===== config.mk =====
export PLATFORM = sky130hd
export DESIGN_NAME = window_conv_sequencer
export DESIGN_NICKNAME = d
export VERILOG_FILES = /design/src/rtl/window_conv_sequencer.sv
export SDC_FILE = /design/constraint.sdc
export NUM_CORES = 1
export LEC_CHECK = 0
export ABC_AREA = 0
export BUFFER_PORTS_ARGS = -buffer_cell sky130_fd_sc_hd__buf_2
export CORE_MARGIN = 5
export CORE_UTILIZATION = 60
export DETAILED_ROUTE_END_ITERATION = 12
export PLACE_DENSITY_LB_ADDON = 0.08
export SYNTH_ARGS = -nofsm -noshare
export SYNTH_HDL_FRONTEND = slang
export SYNTH_SLANG_ARGS = --single-unit

===== constraint.sdc =====
create_clock -name clk -period 3.1 [get_ports clk]
set_input_delay 0 -clock clk [delete_from_list [all_inputs] [get_ports clk]]
set_output_delay 0 -clock clk [all_outputs]
set_load 0.05 [all_outputs]

===== src/rtl/window_conv_sequencer.sv =====
// window_conv_sequencer: drives the shift enable of a 3x3 line-buffered
// convolution window from a raster pixel stream and tags each result.
// Ports: clk, reset (sync, active-high); in_valid/in_sof/in_ready pixel
// handshake; shift_en/pad_zero to the window datapath; out_valid, out_col,
// out_row, out_border, conv_mask, frame_done aligned with the conv result;
// busy (not idle) and sync_err (unexpected start of frame).
// Optional macro WINDOW_BORDER_MASK_EN: conv_mask follows out_border so the
// datapath zeroes border results; otherwise conv_mask is tied low.
module window_conv_sequencer #(
  parameter int IMG_W    = 640,
  parameter int IMG_H    = 480,
  parameter int CONV_LAT = 1
) (
  input  logic       clk,
  input  logic       reset,
  input  logic       in_valid,
  input  logic       in_sof,
  output logic       in_ready,
  output logic       shift_en,
  output logic       pad_zero,
  output logic       out_valid,
  output logic [9:0] out_col,
  output logic [8:0] out_row,
  output logic       out_border,
  output logic       conv_mask,
  output logic       frame_done,
  output logic       busy,
  output logic       sync_err
);

  localparam int TOTAL = IMG_W * IMG_H;
  localparam int CW    = $clog2(TOTAL + IMG_W + 2);
  localparam int PW    = 22;

  // shift count at which the last source pixel enters
  localparam logic [CW-1:0] N_TOTAL =
    CW'(TOTAL);
  // shift count of the final flush cycle
  localparam logic [CW-1:0] N_LAST =
    CW'(TOTAL + IMG_W + 1);
  // shifts needed before the window centre holds pixel (0,0)
  localparam logic [CW-1:0] N_PRIME =
    CW'(IMG_W + 1);

  localparam logic [9:0] COL_LAST = 10'(IMG_W - 1);
  localparam logic [8:0] ROW_LAST = 9'(IMG_H - 1);

  typedef enum logic [1:0] {
    IDLE,
    RUN,
    FLUSH
  } state_t;

  state_t state;
  state_t state_nx;

  logic [CW-1:0] shift_cnt;
  logic [CW-1:0] cnt_nx;
  logic [CW-1:0] n;

  logic [9:0] ccol;
  logic [8:0] crow;

  logic restart;
  logic gen;
  logic border;
  logic last_ctr;

  logic [PW-1:0] stage_in;
  logic [PW-1:0] pipe [CONV_LAT];

  // Next-state and per-cycle controls
  always_comb begin
    state_nx = state;
    cnt_nx   = shift_cnt;
    n        = shift_cnt;
    in_ready = 1'b0;
    shift_en = 1'b0;
    pad_zero = 1'b0;
    busy     = 1'b0;
    sync_err = 1'b0;
    restart  = 1'b0;

    if (reset) begin
      in_ready = 1'b1;
    end else begin
      unique case (state)
        IDLE: begin
          in_ready = 1'b1;
          if (in_valid && in_sof) begin
            shift_en = 1'b1;
            restart  = 1'b1;
            n        = CW'(1);
            cnt_nx   = n;
            state_nx = RUN;
          end
        end

        RUN: begin
          in_ready = 1'b1;
          busy     = 1'b1;
          if (in_valid) begin
            shift_en = 1'b1;
            if (in_sof) begin
              // resync: this pixel becomes a new (0,0)
              sync_err = (shift_cnt != '0);
              restart  = 1'b1;
              n        = CW'(1);
              cnt_nx   = n;
            end else begin
              n      = shift_cnt + CW'(1);
              cnt_nx = n;
              if (n == N_TOTAL) begin
                state_nx = FLUSH;
              end
            end
          end
        end

        FLUSH: begin
          busy     = 1'b1;
          pad_zero = 1'b1;
          shift_en = 1'b1;
          n        = shift_cnt + CW'(1);
          cnt_nx   = n;
          if (n == N_LAST) begin
            cnt_nx   = '0;
            state_nx = IDLE;
          end
        end

        default: begin
          state_nx = IDLE;
          cnt_nx   = '0;
        end
      endcase
    end
  end

  // A shift past the priming depth places a new centre in the window.
  assign gen = shift_en && (n > N_PRIME);

  assign border = (crow == 9'd0) ||
                  (crow == ROW_LAST) ||
                  (ccol == 10'd0) ||
                  (ccol == COL_LAST);

  assign last_ctr = (ccol == COL_LAST) &&
                    (crow == ROW_LAST);

  // Bubbles enter the pipe as all-zero entries.
  assign stage_in = gen ?
    {1'b1, border, last_ctr, ccol, crow} :
    '0;

  always_ff @(posedge clk) begin
    if (reset) begin
      state     <= IDLE;
      shift_cnt <= '0;
      ccol      <= '0;
      crow      <= '0;
      for (int i = 0; i < CONV_LAT; i++) begin
        pipe[i] <= '0;
      end
    end else begin
      state     <= state_nx;
      shift_cnt <= cnt_nx;

      if (restart) begin
        ccol <= '0;
        crow <= '0;
      end else if (gen) begin
        if (ccol == COL_LAST) begin
          ccol <= '0;
          if (crow == ROW_LAST) begin
            crow <= '0;
          end else begin
            crow <= crow + 9'd1;
          end
        end else begin
          ccol <= ccol + 10'd1;
        end
      end

      pipe[0] <= stage_in;
      for (int i = 1; i < CONV_LAT; i++) begin
        pipe[i] <= pipe[i-1];
      end
    end
  end

  assign {out_valid,
          out_border,
          frame_done,
          out_col,
          out_row} = pipe[CONV_LAT-1];

`ifdef WINDOW_BORDER_MASK_EN
  assign conv_mask = out_border;
`else
  assign conv_mask = 1'b0;
`endif

endmodule


# --- After elaboration in Yosys (flattened, before gate mapping) ---
# Memories as Yosys holds them, arrays and structs flattened.
# Cells that the tools add are included.
totals:
  ff_bits: 40
  latchBits: 0
  ramBits: 22
  rom_bits: 0
  mem_count: 1
op_classes:
  add_sub_neg: 3
  multipliers: 0
  div_mod_pow: 0
  n_lt_le_gt_ge: 1
  n_eq_ne: 11
  shifts: 0
  n_mux: 39
  bitwise_logic: 0
  reduce_logical: 16
mem_list:
  columns: ["memory", "words", "width", "rd", "rd_ports_with_merged_regs", "wr", "line_no", "text"]
  rows:
  - ["pipe", 1, 22, 1, 0, 1, "70", "logic [PW-1:0] pipe [CONV_LAT];"]
op_table:
  columns: ["operator", "count"]
  rows:
  - ["$pmux 19 s3", 2]
  - ["$mux 19", 5]
  - ["$mux 22", 2]
  - ["$eq 19x19->1 const B", 2]
  - ["$reduce_or 22->1", 1]
  - ["$mux 1", 20]
  - ["$add 19x1->19 const B", 1]
  - ["$gt 19x10->1 const B", 1]
  - ["$reduce_bool 19->1", 1]
  - ["$add 10x1->10 const B", 1]
  - ["$eq 10x10->1 const B", 1]
  - ["$logic_not 10->1", 1]
  - ["$mux 10", 1]
  - ["$mux 2", 5]
  - ["$ne 2x2->1 const B", 5]
  - ["$add 9x1->9 const B", 1]
  - ["$eq 9x9->1 const B", 1]
  - ["$logic_not 9->1", 1]
  - ["$mux 9", 1]
  - ["$pmux 2 s3", 1]
  - ["$reduce_or 2->1", 3]
  - ["$reduce_and 5->1", 1]
  - ["$logic_and 1x1->1", 3]
  - ["$logic_or 1x1->1", 3]
  - ["6 further kinds", 6]

# --- Longest topological paths before layout ---
# Gate-level depths: netlist (run 1).
logic_depth:
  ltp_word: 9
  depth_mapped: 15
  mapped_depth_nobuf: 10

# --- Least setup slack after synthesis (run 1) ---
# No wires, ideal clock.
synth_path:
  kind: "register to register"
  start: "register shift_cnt[0]"
  end: "register ccol[9]"
  arrival_time_ns: 2.782
  t_required_ns: 3.009
  path_slack_ns: 0.227
  path_stages_with_launch: 13
  n_path_buf: 3
  cell_sequence: "dfxtp_1 > ha_1 > clkbuf_1 > nand2_1 > nor3_1 > a31oi_1 > a221o_1 > nor4b_2 > nor2b_2 > buf_6 > buf_6 > nand3_1 > a311oi_1"
synth_via:
  elab_chain_cells: 7
  elab_cells_between_ends: 8
  cone_classes: "add/sub (1); order compare (1); mux (5); reduce/logical (1)"
synth_rtl:
  columns: ["element", "line_no", "text"]
  rows:
  - ["start, declared", "57", "logic [CW-1:0] shift_cnt;"]
  - ["start signal, assigned", "167", "shift_cnt <= cnt_nx;"]
  - ["$add 19x1->19", "111, 124", null]
  - ["$mux 19", "104", "if (in_sof) begin"]
  - ["$mux 19", "102", "if (in_valid) begin"]
  - ["$pmux 19 s3", "87", "unique case (state)"]
  - ["$mux 19 (*)", "84", "if (reset) begin"]
  - ["$gt 19x10->1 (*)", "141", "assign gen = shift_en && (n > N_PRIME);"]
  - ["$logic_and 1x1->1 (*)", "141", null]
  - ["end signal, assigned", "181", "ccol <= ccol + 10'd1;"]
  - ["end, declared", "61", "logic [9:0] ccol;"]
# Mark *: on every way between the ends. The rest lies on a longest branch, timed or not.
# A chain may end at the register's enable or synchronous reset.

# --- Worst setup path in the final report (run 1) ---
layout_path:
  start: "register shift_cnt[0]"
  end: "register state[1]"
layout_via:
  elab_chain_cells: 4
  elab_cells_between_ends: 6
  cone_classes: "add/sub (1); eq/ne (4); reduce/logical (1)"
layout_rtl:
  columns: ["element", "line_no", "text"]
  rows:
  - ["$add 19x1->19 (*)", "111, 124", null]
  - ["$eq 19x19->1, on equally long branches", "126, 113", null]
  - ["$ne 2x2->1 (no line)", null, null]
  - ["$reduce_and 5->1 (no line) (*)", null, null]
  - ["end signal, assigned", "166", "state <= state_nx;"]
  - ["end, declared", "54", "state_t state;"]
# Marks and branches as above.

==> run summary, run 1 <==
Slew Viols, Final = 0
Synth Area in XOR/XNOR = 2.90%
Final WL = 10500 µm
Synth Area in Compound Gates = 22.2%
Pwr/cell area = 411 nW/µm²
CP Data Required Time = 3.37 ns
CP Max Fanout = 7
Fin crit share = 96.4%
Share of layout cells above drive strength 1 = 18.9%
Family with the most delay on the worst path = compound AO/OA/AOI/OAI gates
Clk sink count = 62
Avg Vias per Cell = 6.41
Hpwl dp = 7560 µm
Count of cell types in the netlist = 70
Die Height = 90.9 µm
Post-Syn Instances = 503
Critical path type = flip-flop to flip-flop
Post-synth top cells = dfxtp_1 (62), nor2_1 (46), nand2_1 (38)
Total core area = 6350 µm²
Static leakage = 1.78 nW
Top cells by area, synth = dfxtp_1 (32%), nor2_1 (4.4%), o21ai_0 (4.1%), nand2_1 (3.6%), ha_1 (3.5%)
Largest family of logic cells by synthesized area = simple AND/OR/NAND/NOR gates
Post-synthesis area per instance = 7.81 µm²
Max-cap violation count = 0
Global route overflow = 0
Area Growth Syn to Fin = 15.2%
Crit path time final = 2.99 ns
Dpl cells = 605
Die Footprint = 8270 µm²
Die Width = 90.9 µm
Row count = 29
Status = complete, no violations
Worst path max stage delay = 0.44 ns
M2 GR Usage = 41.5%
H-tree depth = 3
CP cell instances = ha_1, buf_4, and2_1, a21oi_1, o32ai_1, o2111ai_1, o41ai_2, buf_4, and2_1, a21oi_1, a211oi_1
Port bufs = 30
Worst-path clk slew = 0.07 ns
Met1 usage = 31.2%
Num CTS Buffers = 9
Post-synthesis adder-cell area fraction = 3.50%
Non-Filler Instances = 621
Drt pass-1 iters = 6
Synth top area share = 31.6%
CP Launch Type = flip-flop
Vias post-DR = 3978
Post-synth top area cell = dfxtp_1
First-pass GRT wire length = 17300 µm
Async SR Flop Fraction = 0%
CTS tree = built
Num ports = 32
Sequential area share after synthesis = 31.6%
Multiplexer share of the synthesized area = 2.32%
TNS Setup = 0 ns
Vias in the first global route = 3566
Post-CTS Setup Inserts = 0
Antenna fix cells = 0
Starting density of the core = 61.9%
Hold Violations, Final = 0
Peak supply drop = 0.000292 V
Top-count cell post-synth = dfxtp_1
Total track usage = 25.2%
Post-layout util = 71.3%
RD Place Congestion = 0.945
Synth warnings = 0
Top Usage Layer GRT = met2
DRC = 0
CP bufs+invs = 2
Max Freq = 335 MHz
Clock buffer depth = 2
Worst Path Arrival = 3.26 ns
Least-Margin Pin Slew = 0.533 ns
Antenna Violating Nets Remaining = 0
Slowest cell on crit path = o41ai_2
Worst Clk Skew = 0.0115 ns
Final-stage net count = 555
Yosys reg bits = 62
1st-iter DRT viols = 246
Simple-gate share of the synthesized area = 30.5%
Initial antenna violation count = 0
Root buf cell = clkbuf_8
Post-synth EDFFs = 0
Worst skew pair latency = 0.35 ns
Top_reg_cell synth = dfxtp_1
Critical path endpoint category = flip-flop
Largest net degree at the start of global routing = 26
Min-Delay Path Class = input port to flip-flop
Syn nets = 518
Syn Std Cell Area = 3930 µm²
Rel. slew slack = 64.5%
Drt wl/cell = 16.9 µm
Final setup vio count = 0
Fraction of met3 tracks used by global routing = 5.29%
## final cells by class
type | instances | area (µm²)
clock buffer | 12 | 165
fill | 547 | 1820
timing repair buffer | 68 | 454
clock inverter | 3 | 42.5
sequential | 62 | 1240
inverter | 18 | 67.6
multi-input combinational | 381 | 2460
tap | 77 | 96.3
## stage by stage
stage	hold WS [ns]	instance area [µm²]	setup WS (ns)	total power, mW
floorplan	0.272	3930	0.227	1.02
global placement	0.282	4260	0.164	1.11
detailed placement	0.288	4260	0.0781	1.11
CTS	0.148	4480	0.0454	1.86
global route	0.183	4530	-0.0367	1.94
finish	0.161	4530	0.112	1.86
## path summary, 6_finish.rpt
path / startpoint / end / slack [ns] / cells after the start
worst max-delay path: shift_cnt[0]$_SDFF_PP0_ / state[1]$_SDFFE_PP0P_ / 0.11 / 11
worst min-delay path: in_sof / shift_cnt[2]$_SDFF_PP0_ / 0.16 / 4
worst max register to register: shift_cnt[0]$_SDFF_PP0_ / state[1]$_SDFFE_PP0P_ / 0.11 / 11
worst min register to register: crow[0]$_SDFFE_PP0P_ / crow[0]$_SDFFE_PP0P_ / 0.50 / 2
## worst min-delay path: cells and delay by family
| family | cells | cell delay [ns] |
|---|---|---|
| and+or+nand+nor | 1 | 0.06 |
| AOI/OAI and AO/OA | 2 | 0.23 |
| buffers and inverters | 1 | 0.16 |
## power breakdown
group / internal (mW) / switching (mW)
combinational: 0.0992 / 0.195
clock: 0.431 / 0.322
sequential: 0.804 / 0.00758
## cell families after synthesis
kind of cell | Yosys count
adders and majority gates | 11
AOI/OAI and AO/OA | 126
buffers and inverters | 60
DFF | 62
xor gates and xnor gates | 13
other | 1
and+or+nand+nor | 221
muxes | 9
## repair_timing
item,CTS,global route
hold endpoints to repair,2,0
setup endpoints to repair,0,32
gates resized for setup,0,11
hold buffers,1,0
## sequential cells by signal, summed over array words and instances, names as in the netlist
signal / count
state: 2
crow: 9
shift_cnt: 19
pipe: 22
ccol: 10
## layer usage
| layer | wire (µm) | vias up |
|---|---|---|
| li1 | - | 1908 |
| met4 | 359 | 0 |
| met3 | 732 | 31 |
| met1 | 4340 | 1867 |
| met2 | 5080 | 172 |
| met5 | 0 | - |
## placed cells by master (no fill, tap or decap), drive strengths merged, types with 5 or more instances in the layout
cell | Yosys | final
a21oi | 29 | 29
nand3 | 28 | 28
and3 | 10 | 10
ha | 11 | 11
clkbuf | 23 | 12
mux2i | 8 | 8
and2 | 20 | 20
a211oi | 11 | 11
a22oi | 5 | 5
xnor2 | 9 | 9
nor3 | 13 | 13
buf | 19 | 67
nor4 | 15 | 15
nor2 | 46 | 46
nand2 | 38 | 38
dfxtp | 62 | 62
nand4 | 15 | 15
inv | 17 | 17
o21ai | 33 | 33
nor2b | 6 | 6
Power figures use the tool's default switching activity.
==> run 2: changes to the inputs <==
- REMOVE_ABC_BUFFERS: not set -> 1
==> run 2 against run 1 <==
Sequential share of layout area about the same. Via count shrank 2.1%. Final cell count did not move. Global-route usage fell by 0.42 points. Clock-buffer cell count decreased by 2. Total power up 2.1%. Worst setup slack improved by 0.030 ns. Critical endpoint is now pipe[0][20]$_SDFF_PP0_. Largest power group unchanged.
==> run summary, run 2 (same netlist as run 1, synthesis figures left out) <==
Hpwl dp = 7430 µm (-1.7%)
Worst Clk Skew = 0.00492 ns (-0.00661 ns)
Total track usage = 24.7% (-0.42 points)
Multi-input logic area = 2460 µm² (+0.20%)
Root buf cell = clkbuf_8
Final hold slack = 0.135 ns (-0.0259 ns)
Final setup vio count = 0 (unchanged)
H-tree depth = 3 (unchanged)
Top flop regs = pipe (22), shift_cnt (19), ccol (10)
Num CTS Buffers = 9 (unchanged)
Die Height = 90.9 µm (unchanged)
Area Growth Syn to Fin = 15.3% (about the same)
DRC = 0 (unchanged)
Top reg by flops = pipe
Vias in the first global route = 3487 (-2.2%)
Static leakage = 1.77 nW (-0.33%)
Vias post-DR = 3893 (-2.1%)
Die Footprint = 8270 µm² (unchanged)
Fin worst setup slack = 0.142 ns (+0.0299 ns)
Final-stage net count = 554 (-0.18%)
Peak supply drop = 0.000311 V (+6.6%)
Met2 wire len = 5060 µm (-0.32%)
Share of layout cells above drive strength 1 = 18.2% (-0.74 points)
Num ports = 32 (unchanged)
Clock buffer depth = 2 (unchanged)
Antenna Violating Nets Remaining = 0 (unchanged)
Hold Violations, Final = 0 (unchanged)
Final WL = 10500 µm (about the same)
Commonest non-fill, non-tap cell in the layout = dfxtp_1
Global route overflow = 0 (unchanged)
Least-Margin Pin Slew = 0.520 ns (-0.0134 ns)
Metal3 WL = 627 µm (-14%)
CP Launch Type = flip-flop
First-pass GRT wire length = 17100 µm (-1.1%)
1st-iter DRT viols = 194 (-21%)
Most frequent cells in the layout = dfxtp_1 (62), nor2_1 (46), nand2_1 (38)
Largest net degree at the start of global routing = 26 (unchanged)
FF/Latch Area = 1240 µm² (-0.10%)
Critical path endpoint category = flip-flop
Critical path type = flip-flop to flip-flop
Rel. slew slack = 65.1% (+0.65 points)
Starting density of the core = 61.9% (unchanged)
Min-Delay Path Class = input port to flip-flop
RD Place Congestion = 0.966 (+2.2%)
Total core area = 6350 µm² (unchanged)
Top layer in use = met4
Die Width = 90.9 µm (unchanged)
Row count = 29 (unchanged)
Status = complete, no violations
Antenna fix cells = 0 (unchanged)
Slew Viols, Final = 0 (unchanged)
Met1 Routed Length = 4520 µm (+4.2%)
Drt wl/cell = 16.9 µm (about the same)
Drt pass-1 iters = 5 (-1)
Fillers = 507 (-7.3%)
Worst skew pair latency = 0.34 ns (about the same)
Worst-path clk slew = 0.07 ns (about the same)
CTS tree = built
Worst slack, placed = 0.107 ns (+0.0291 ns)
Max-cap violation count = 0 (unchanged)
CP Data Required Time = 3.36 ns (about the same)
Avg Vias per Cell = 6.27 (-2.1%)
Fin crit share = 95.4% (-0.97 points)
Worst Path Arrival = 3.22 ns (-0.04 ns)
Clk sink count = 62 (unchanged)
Crit path time final = 2.96 ns (-0.0299 ns)
Initial antenna violation count = 0 (unchanged)
CP Max Fanout = 18 (+11)
Max Freq = 338 MHz (+1.0%)
Port bufs = 30 (unchanged)
Pwr/cell area = 419 nW/µm² (+2.1%)
Max reg flops = 22 (unchanged)
==> run 2: repair_timing <==
action,CTS,global route
endpoints found under the hold margin,2,0
resized for setup,0,9
hold buffers,1,0
endpoints found under the setup margin,0,30
setup buffers,0,1
==> run 2: area by class of cell <==
| cell class | count | share of cell area [%] |
|---|---|---|
| Timing Repair Buffer | 67 | 9.86 |
| Tap cell | 77 | 2.13 |
| Multi-Input combinational cell | 381 | 54.4 |
| Sequential cell | 62 | 27.4 |
| Inverter | 18 | 1.49 |
| Clock inverter | 6 | 1.91 |
| Clock buffer | 10 | 2.82 |
==> run 2: final timing paths <==
kind                                              start                 endpoint  slack [ns]  cells past startpoint
worst max-delay path            shift_cnt[8]$_SDFF_PP0_   pipe[0][20]$_SDFF_PP0_        0.14                      9
worst min-delay path                             in_sof  shift_cnt[2]$_SDFF_PP0_        0.14                      4
worst min register to register     crow[5]$_SDFFE_PP0P_     crow[5]$_SDFFE_PP0P_        0.51                      2
worst max register to register  shift_cnt[8]$_SDFF_PP0_   pipe[0][20]$_SDFF_PP0_        0.14                      9
==> run 2: critical path, cell delays in order (launching register included) <==
cell      delay (ns)
dfxtp_1         0.36
nand4_2         0.22
or4_1           0.62
or3_1           0.37
a21o_1          0.20
a41oi_2         0.28
nor2b_4         0.08
buf_4           0.14
a21oi_4         0.38
a21boi_0        0.23
==> run 2: report_power, final <==
group          internal, mW  total [mW]  switching (mW)
clock network         0.452       0.787           0.336
registers             0.803       0.812         0.00860
logic                 0.101       0.299           0.199
total                  1.36        1.90           0.543
==> run 2: through the flow <==
stage          util [%]  power, mW  TNS (ns)  cell area, µm²  instances
6_report           71.3       1.90         0            4530        621
5_1_grt            71.3       1.97   -0.0300            4530        621
3_3_place_gp       66.9       1.11         0            4250        603
4_1_cts            70.4       1.89         0            4470        620
2_1_floorplan         -       1.00     -8.10            3730        461
3_5_place_dp       66.9       1.12         0            4250        603
==> run 2: routing by layer <==
layer	track usage, %	vias up
met3	4.13	23
li1	-	1908
met5	0	-
met4	12.0	0
met2	40.3	140
met1	31.7	1822
